File: config.mk
export PLATFORM = sky130hd
export DESIGN_NAME = mux2to1_5bit_sync
export DESIGN_NICKNAME = d
export VERILOG_FILES = /design/src/rtl/mux2to1_5bit_sync.sv
export SDC_FILE = /design/constraint.sdc
export NUM_CORES = 1
export LEC_CHECK = 0
export ABC_CLOCK_PERIOD_IN_PS = 1400
export BUFFER_PORTS_ARGS = -buffer_cell sky130_fd_sc_hd__buf_2
export CAP_MARGIN = 10
export CORE_AREA = 8 8 45 47
export CTS_CLUSTER_DIAMETER = 80
export DETAILED_ROUTE_END_ITERATION = 10
export DIE_AREA = 0 0 53 55
export PLACE_DENSITY_LB_ADDON = 0.08
export SKIP_CTS_REPAIR_TIMING = 1
export SLEW_MARGIN = 0
export SYNTH_ARGS = -nofsm -noshare
export SYNTH_HDL_FRONTEND = slang
export SYNTH_SLANG_ARGS = --single-unit
File: constraint.sdc
create_clock -name clk -period 1.4 [get_ports clk]
set_clock_uncertainty 0.05 [all_clocks]
set_input_delay 0.28 -clock clk [delete_from_list [all_inputs] [get_ports clk]]
set_output_delay 0.28 -clock clk [all_outputs]
set_load 0.01 [all_outputs]
File: src/rtl/mux2to1_5bit_sync.sv
// 2-to-1 selector for narrow fields such as a register index (rt vs rd).
// muxout is the same-cycle combinational choice. muxout_q/valid_q are a
// registered copy plus a flag for the next pipeline stage.
module mux2to1_5bit_sync #(
    parameter int                WIDTH     = 5,
    parameter logic [WIDTH-1:0]  RESET_VAL = '0
) (
    input  logic             clk,
    input  logic             rst,
    input  logic             en,
    input  logic             sel,
    input  logic [WIDTH-1:0] din1,
    input  logic [WIDTH-1:0] din2,
    output logic [WIDTH-1:0] muxout,
    output logic [WIDTH-1:0] muxout_q,
    output logic             valid_q
);

    // Combinational select. The if/else form makes an unknown or floating
    // sel fall through to din1 instead of blending the two inputs.
    always_comb begin
        muxout = din1;
        if (sel == 1'b1) begin
            muxout = din2;
        end
    end

    // Registered copy. Reset wins over enable; valid_q marks data captured
    // since the last reset.
    always_ff @(posedge clk) begin
        if (rst) begin
            muxout_q <= RESET_VAL;
            valid_q  <= 1'b0;
        end else if (en) begin
            muxout_q <= muxout;
            valid_q  <= 1'b1;
        end
    end

endmodule

==> reports/qor.txt <==
Total power: 450 uW
Rows: 14
Final Hold Viols: 0
CP endpoint kind: output pin
Worst skew pair latency: 0.24 ns
Port-buffer cells: 24
CTS Root Cell: clkbuf_4
FF-to-FF path depth: 2
Initial antenna violation count: 0
Synth-to-Final Area Change: 59.1%
FF-to-FF setup slack: 0.64 ns
Simple-gate share of the synthesized area: 2.73%
Distinct cells, synth: 6
GR Overflow Total: 0
FMAX: 800 MHz
Max Cap Violations: 0
Post-synthesis mux area share: 20.5%
Seq cells post-synth: 6
Die Y: 55 um
Antenna diodes: 0
Top Ports: 25
Pleak: 0.218 nW
DRT Pass-1 Iters: 2
Pwr Density: 1030 mW/mm^2
Largest net degree at the start of global routing: 8
Slew Viols, Final: 0
Max FO, Critical Path: 5
End of the critical path: muxout[2]
RSZ-0062 raised after global routing: no
Hold path start: rst
Antenna Nets Post-Route: 0
Slew HR: 88.9%
Clock transition at path regs: 0.05 ns
Status: completed
Initial Util: 19.9%
Adder-Cell Fraction of Synth Area: 0%
Worst-Margin Slew: 0.167 ns
Sequential cell area fraction in the yosys report: 43.6%
Req. time, crit path: 1.07 ns
GPL Wtd Cong: 0.687
Setup CP Type: input port to output pin
Compound-Gate Fraction of Synth Area: 31.8%
Post-Syn Nets: 38
Final worst path period share: 89.3%
Clock buffer depth: 2
Reg-to-Reg End: muxout_q[3]
CORE AREA: 0.00138 sq mm
First-pass GRT wire length: 1290 um
DR iter-0 viols: 3
Layout cells sized above 1: 72.5%
CTS tree: built
H-tree depth: 1
Vias in the first global route: 299
Hpwl dp: 765 um
# setup viols final: 0
CTS buffer count: 3
Via count: 287
Warnings from Yosys: 0
Post-Syn Area: 275 sq um
HP Class: input port to register
Clock sinks: 6
Die area: 0.00292 sq mm
Die Width: 53 um
Fin nets: 67
Drc violations: 0
Post-Syn Instances: 24
FF-to-FF Start: muxout_q[3]
Via density: 4.28
Largest family of logic cells by synthesized area: compound AO/OA/AOI/OAI gates
Peak VDD IR: 0.000382 V
Syn avg cell area: 11.5 sq um
TNS Setup: 0 ns
GRT Util Overall: 6.34%
Arr. time, crit path: 0.92 ns
DRT Wirelength: 911 um
Critical Path Source Type: input port
Synth Area in XOR/XNOR: 0%
WL/cell: 13.6 um
Layout fillers: 151
Crit path from: sel
Final min period: 1.25 ns
-- synthesized netlist by cell type --
| master | number | area [sq um] |
|---|---|---|
| o21a_1 | 5 | 37.5 |
| mux2_2 | 5 | 56.3 |
| inv_1 | 1 | 3.75 |
| o21ba_2 | 5 | 50.1 |
| dfxtp_1 | 6 | 120 |
| nor2_1 | 2 | 7.51 |
-- worst min path at each step --
| stage | cells after the start | to | slack (ns) |
|---|---|---|---|
| after floorplan | 1 | valid_q | 0.30 |
| after CTS | 2 | valid_q | 0.22 |
| after global placement | 2 | valid_q | 0.40 |
| final | 2 | valid_q | 0.22 |
| after global routing | 2 | valid_q | 0.24 |
| after detailed placement | 2 | valid_q | 0.41 |
-- state kept, by name, summed over array words and instances, names as in the netlist --
register,flops
valid_q,1
muxout_q,5
-- per-stage QoR --
stage          area (sq um)  cells  hold slack [ns]  util (%)  setup slack (ns)
2_1_floorplan           275     24            0.302         -             0.444
3_3_place_gp            415     64            0.401      30.0             0.147
3_5_place_dp            415     64            0.411      30.0             0.139
4_1_cts                 438     67            0.223      31.6             0.139
5_1_grt                 438     67            0.244      31.6             0.115
6_report                438     67            0.224      31.6             0.149
-- layout make-up --
type / instances / area, sq um / share of cell area (%)
Clock buffer: 3 / 22.5 / 5.14
Timing Repair Buffer: 24 / 120 / 27.4
Inverter: 1 / 3.75 / 0.857
Sequential cell: 6 / 120 / 27.4
Multi-Input combinational cell: 17 / 151 / 34.6
Tap cell: 16 / 20.0 / 4.57
-- report_power, final --
group	switching (mW)	internal, mW	total, mW	leakage [nW]
sequential	0.00583	0.184	0.190	0.0500
combinational	0.0453	0.0559	0.101	0.154
clock	0.0618	0.0970	0.159	0.0138
total	0.113	0.337	0.450	0.218
-- per-layer routing --
| layer | wire [um] | track usage (%) | up-vias |
|---|---|---|---|
| li1 | - | - | 140 |
| met1 | 288 | 5.47 | 135 |
| met2 | 477 | 10.7 | 12 |
| met3 | 145 | 4.28 | 0 |
| met4 | 0 | 3.88 | 0 |
| met5 | 0 | 0 | - |
-- cell families (layout without fill, tap and decap cells) --
logic type,count (synthesis),after routing
multiplexers,5,5
AO/OA/AOI/OAI,10,10
buffers and inverters,1,28
flip-flops,6,6
AND/OR/NAND/NOR,2,2
-- worst max-delay path: stages --
cell    delay, ns
buf_2        0.14
mux2_2       0.36
buf_2        0.14
-- layout by cell type (no fill, tap or decap) --
cell type / count
buf_2: 24
inv_1: 1
clkbuf_4: 3
nor2_1: 2
dfxtp_1: 6
mux2_2: 5
o21a_1: 5
o21ba_2: 5
Power figures use the tool's default switching activity.
